<file path="src/rtl/alu_result_stage.sv">
// ALU result stage: captures adder/subtractor output, derives N/Z/C/V flags, buffers
// results in a two-entry skid buffer toward writeback and commits flags in retire order.
module alu_result_stage #(
  parameter int unsigned WIDTH = 32,
  parameter int unsigned DESTW = 5
) (
  input  logic             clk,
  input  logic             reset,
  input  logic             inValid,
  output logic             inReady,
  input  logic [WIDTH-1:0] R3,
  input  logic             carryOut,
  input  logic             opSub,
  input  logic             aSign,
  input  logic             bSign,
  input  logic             setFlags,
  input  logic [DESTW-1:0] destIn,
  output logic             outValid,
  input  logic             outReady,
  output logic [WIDTH-1:0] result,
  output logic [DESTW-1:0] destOut,
  output logic [3:0]       flagsOut,
  output logic [3:0]       flagsQ
);

  // Occupancy encodings
  localparam logic [1:0] CntEmpty = 2'd0;
  localparam logic [1:0] CntOne   = 2'd1;
  localparam logic [1:0] CntFull  = 2'd2;

  logic [1:0]       r_count;
  logic             r_in_ready;
  logic             r_out_valid;
  logic [WIDTH-1:0] r_head_result;
  logic [DESTW-1:0] r_head_dest;
  logic [3:0]       r_head_flags;
  logic             r_head_setf;
  logic [WIDTH-1:0] r_skid_result;
  logic [DESTW-1:0] r_skid_dest;
  logic [3:0]       r_skid_flags;
  logic             r_skid_setf;
  logic [3:0]       r_flags_q;

  logic             w_accept;
  logic             w_retire;
  logic             w_n;
  logic             w_z;
  logic             w_c;
  logic             w_v;
  logic [3:0]       w_in_flags;

  logic [1:0]       w_count_next;
  logic             w_load_head_in;
  logic             w_load_head_skid;
  logic             w_load_skid;

  assign w_accept = inValid && r_in_ready;
  assign w_retire = r_out_valid && outReady;

  // Condition flags from the raw adder output; sub carry means "no borrow"
  always_comb begin
    w_n = R3[WIDTH-1];
    w_z = (R3 == '0);
    w_c = carryOut;
    if (opSub) begin
      w_v = (aSign != bSign) && (R3[WIDTH-1] != aSign);
    end else begin
      w_v = (aSign == bSign) && (R3[WIDTH-1] != aSign);
    end
    w_in_flags = {w_n, w_z, w_c, w_v};
  end

  // Occupancy transitions and which storage register loads this cycle
  always_comb begin
    w_count_next     = r_count;
    w_load_head_in   = 1'b0;
    w_load_head_skid = 1'b0;
    w_load_skid      = 1'b0;
    case (r_count)
      CntEmpty: begin
        if (w_accept) begin
          w_load_head_in = 1'b1;
          w_count_next   = CntOne;
        end
      end
      CntOne: begin
        if (w_accept && w_retire) begin
          w_load_head_in = 1'b1;
        end else if (w_accept) begin
          w_load_skid  = 1'b1;
          w_count_next = CntFull;
        end else if (w_retire) begin
          w_count_next = CntEmpty;
        end
      end
      CntFull: begin
        // inReady is low here, so only a retire can happen
        if (w_retire) begin
          w_load_head_skid = 1'b1;
          w_count_next     = CntOne;
        end
      end
      default: begin
        w_count_next = CntEmpty;
      end
    endcase
  end

  // State update: occupancy, handshake flags, head/skid storage and committed flags
  always_ff @(posedge clk) begin
    if (reset) begin
      r_count       <= CntEmpty;
      r_in_ready    <= 1'b0;
      r_out_valid   <= 1'b0;
      r_head_result <= '0;
      r_head_dest   <= '0;
      r_head_flags  <= 4'b0000;
      r_head_setf   <= 1'b0;
      r_skid_result <= '0;
      r_skid_dest   <= '0;
      r_skid_flags  <= 4'b0000;
      r_skid_setf   <= 1'b0;
      r_flags_q     <= 4'b0000;
    end else begin
      r_count     <= w_count_next;
      r_in_ready  <= (w_count_next != CntFull);
      r_out_valid <= (w_count_next != CntEmpty);
      if (w_load_head_in) begin
        r_head_result <= R3;
        r_head_dest   <= destIn;
        r_head_flags  <= w_in_flags;
        r_head_setf   <= setFlags;
      end else if (w_load_head_skid) begin
        r_head_result <= r_skid_result;
        r_head_dest   <= r_skid_dest;
        r_head_flags  <= r_skid_flags;
        r_head_setf   <= r_skid_setf;
      end
      if (w_load_skid) begin
        r_skid_result <= R3;
        r_skid_dest   <= destIn;
        r_skid_flags  <= w_in_flags;
        r_skid_setf   <= setFlags;
      end
      // The retiring entry is always the current head
      if (w_retire && r_head_setf) begin
        r_flags_q <= r_head_flags;
      end
    end
  end

  assign inReady  = r_in_ready;
  assign outValid = r_out_valid;
  assign result   = r_head_result;
  assign destOut  = r_head_dest;
  assign flagsOut = r_head_flags;
  assign flagsQ   = r_flags_q;

endmodule

</file>
<file path="config.mk">
export PLATFORM = sky130hd
export DESIGN_NAME = alu_result_stage
export DESIGN_NICKNAME = d
export VERILOG_FILES = /design/src/rtl/alu_result_stage.sv
export SDC_FILE = /design/constraint.sdc
export NUM_CORES = 1
export LEC_CHECK = 0
export ABC_AREA = 1
export BUFFER_PORTS_ARGS = -buffer_cell sky130_fd_sc_hd__buf_4
export CELL_PAD_IN_SITES_DETAIL_PLACEMENT = 0
export CELL_PAD_IN_SITES_GLOBAL_PLACEMENT = 2
export CORE_ASPECT_RATIO = 1.2
export CORE_UTILIZATION = 26
export DETAILED_ROUTE_END_ITERATION = 8
export PLACE_DENSITY_LB_ADDON = 0.1
export REMOVE_ABC_BUFFERS = 1
export SYNTH_ARGS = -nofsm -noshare
export SYNTH_HDL_FRONTEND = slang
export SYNTH_SLANG_ARGS = --single-unit
</file>
<file path="constraint.sdc">
create_clock -name clk -period 1.2 [get_ports clk]
set_clock_uncertainty 0.1 [all_clocks]
set_input_delay 0.18 -clock clk [delete_from_list [all_inputs] [get_ports clk]]
set_output_delay 0.18 -clock clk [all_outputs]
set_load 0.01 [all_outputs]
</file>
==> key figures <==
Status
  – Status: complete, but fails checks
  – Violated checks: hold timing, setup timing

Timing
  – Final setup viols: 83
  – Worst slew margin: 82.12%
  – Period utilization: 110.9%
  – Worst Slack Setup Final: -0.1309 ns
  – Tightest Pin Transition: 0.2682 ns
  – Minimum clock period: 1.331 ns
  – Hold_ws: -0.007349 ns
  – RSZ-0062 raised after global routing: true
  – Fin. Hold Viols: 6
  – Fmax: 751.4 MHz
  – Final Slew Violations: 0

Detailed routing
  – Final WL: 11170 um
  – Vias/cell: 4.484
  – ANT nets after route: 0
  – Top sig layer: met4
  – Wl on met1: 5289 um
  – Drt pass-1 iters: 4
  – Vias: 3520
  – Wire per inst: 14.23 um
  – WL met3: 338 um
  – # DRC: 0
  – WL met2: 5356 um
  – Starting DRT DRC Count: 130

Setup path
  – Cell breakdown of the critical path: nand2_2 > nor2_4 > nand2_4 > nand2_4 > inv_8 > buf_12 > a21oi_4 > nor2_1
  – Data arrival time of the worst path: 1.45 ns
  – Crit path capture type: flip-flop
  – Crit Path Max Fanout: 7
  – Largest stage delay, worst path: 0.33 ns
  – WS Path Type: reg -> reg
  – CP required: 1.32 ns
  – Slowest CP cell: dfxtp_2
  – CP most frequent cell: nand2_4
  – Critical Path Start Type: flip-flop

Floorplan
  – Core area: 13300 um2
  – Horiz. Die Dim: 108.9 um
  – IO Pins: 93
  – Die Height: 130.3 um
  – Initial core utilization: 26.81%
  – FP Rows: 46
  – Die area: 14180 um2

Clock tree
  – TritonCTS buffer count: 9
  – CTS clk-pin slew, worst paths: 0.06 ns
  – CTS tree: done
  – CTS sink count: 90
  – Worst skew pair latency: 0.34 ns
  – CTS root buf: clkbuf_16
  – CTS Buffer Depth: 2
  – Total number of H-tree levels: 3

Power and ir drop
  – VDD IR max: 0.6158 mV
  – Leak pwr: 2.233 nW
  – Power Density: 1406 nW/um2

Yosys
  – Yosys warnings: 0
  – Synth top area share: 50.54%
  – Post-Syn Instances: 482
  – Compound-Gate Fraction of Synth Area: 14.64%
  – Cell taking the most area after synthesis: dfxtp_1
  – Seq cells post-synth: 90
  – Mux cell area share after synthesis: 0%
  – Netlist cell types: 22
  – Post-synthesis sequential area ratio: 50.54%
  – Mapped cell area: 3565 um2
  – Main combinational cell family by area after synthesis: simple AND/OR/NAND/NOR gates
  – Synth Area in Simple Gates: 27.87%
  – Top cells by area, synth: dfxtp_1 51%, nand2_1 15%, nor2_1 11%
  – Synth Area in Adders: 0%
  – Synth Area per Inst: 7.396 um2
  – Synth Area in XOR/XNOR: 0.4914%

Placed design
  – Port bufs: 92
  – Pre-CTS setup slack: -0.1815 ns
  – Post-Place Cells: 757
  – Final RePlAce weighted congestion: 0.7125
  – Area of placed instances: 4711 um2
  – Hpwl dp: 7082 um

Finish
  – Area Growth Syn to Fin: 53.74%
  – Area of the multi-input gates: 1680 um2
  – Fillers: 1380
  – Antenna diodes: 0
  – NumNets Final: 658
  – Design Area, Final: 5480 um2
  – Register area: 1809 um2
  – Non-filler cells, final: 785
  – Layout cells sized above 1: 34.04%
  – Post-layout util: 41.22%

GRT
  – First-pass GRT wire length: 17580 um
  – Largest net degree at the start of global routing: 48
  – Initial antenna violation count: 0
  – Number of global-route vias before repair: 3317
  – Global route total overflow: 0
  – Total Routing Usage GR: 16.53%

Run
  – Maxcap violations: 0

Worst hold path
  – Min-delay worst type: in -> reg
==> cell families after synthesis <==
kind of cell,after synthesis
and+or+nand+nor,256
AOI/OAI and AO/OA,94
DFF,90
xor gates and xnor gates,2
buffers and inverters,40
==> through the flow <==
step	total power, mW	TNS [ns]
after floorplan	3.567	-27.84
after global placement	4.133	-9.374
after detailed placement	4.137	-11.26
after CTS	7.781	-7.752
after global routing	8.042	-11.74
final	7.706	-5.643
==> per-layer routing <==
layer,track usage [%],up-vias
li1,-,1827
met1,21.44,1625
met2,27.08,57
met3,2.947,11
met4,6.439,0
met5,0,-
==> synthesized netlist by cell type <==
cell type and count:
nor2_4 1, buf_6 3, xnor2_1 1, nor2_1 103
dfxtp_1 90, buf_4 14, or2_2 1, buf_2 4
nand3_1 6, clkbuf_1 8, a31oi_1 39, a211oi_1 1
o21ai_0 43, buf_1 1, nor2_2 1, nand2_1 139
inv_1 4, inv_2 6, nand2_2 5, o21ai_1 1
xor2_1 1, a21oi_1 10
==> worst max-delay path, delay by kind of cell, from the launching register on <==
kind	cells	cell delay, ns
buffers and inverters	2	0.21
AND/OR/NAND/NOR	5	0.46
AO/OA/AOI/OAI	1	0.10
flip-flops	1	0.33
==> sequential cells by signal (all words and copies together) (netlist names), 2 cells and up <==
name / flops
destOut: 5
flagsOut: 3
flagsQ: 4
r_count: 2
r_skid_dest: 5
r_skid_flags: 3
r_skid_result: 32
result: 32
==> power breakdown <==
group | switching, mW | total [mW] | internal [mW]
clock | 1.23 | 3.48 | 2.25
combinational | 0.499 | 1.03 | 0.529
sequential | 0.0851 | 3.20 | 3.12
==> area by class of cell <==
cell class,instances,share of cell area (%)
Sequential cell,90,33.01
Multi-Input combinational cell,352,30.66
Timing Repair Buffer,149,24.75
Clock buffer,9,4.110
Tap cell,168,3.836
Clock inverter,7,2.580
Inverter,10,1.050
==> worst paths after layout <==
check             startpoint                 to  slack (ns)  depth (start not counted)
setup / recovery     inReady         result[31]       -0.13                          8
hold / removal        R3[13]  r_skid_result[13]      -0.007                          3
hold reg to reg    flagsQ[1]          flagsQ[1]        0.37                          2
setup reg to reg     inReady         result[31]       -0.13                          8
==> repair_timing <==
action | 4_1_cts | 5_1_grt
buffers inserted | 1 | 1
setup endpoints to repair | 87 | 90
hold buffers | 6 | 2
gates resized for setup | 50 | 62
hold endpoints to repair | 6 | 2
cloned | 2 | 0
pin swaps | 6 | 3
==> cell usage in the layout, fill, tap and decap left out, types with 3 or more instances in the layout <==
| master | instances |
|---|---|
| clkbuf_16 | 9 |
| o21ai_2 | 4 |
| buf_8 | 5 |
| o21ai_1 | 31 |
| buf_12 | 10 |
| dlygate4sd3_1 | 8 |
| inv_2 | 3 |
| nor2_1 | 102 |
| dfxtp_2 | 6 |
| buf_4 | 120 |
| inv_1 | 3 |
| nand2_4 | 6 |
| dfxtp_1 | 84 |
| a21oi_1 | 8 |
| nand2_2 | 21 |
| a31oi_1 | 38 |
| o21ai_0 | 9 |
| buf_6 | 4 |
| bufinv_16 | 4 |
| nand3_1 | 5 |
| nand2_1 | 117 |
Note: power is estimated with default switching activity, not from simulation.
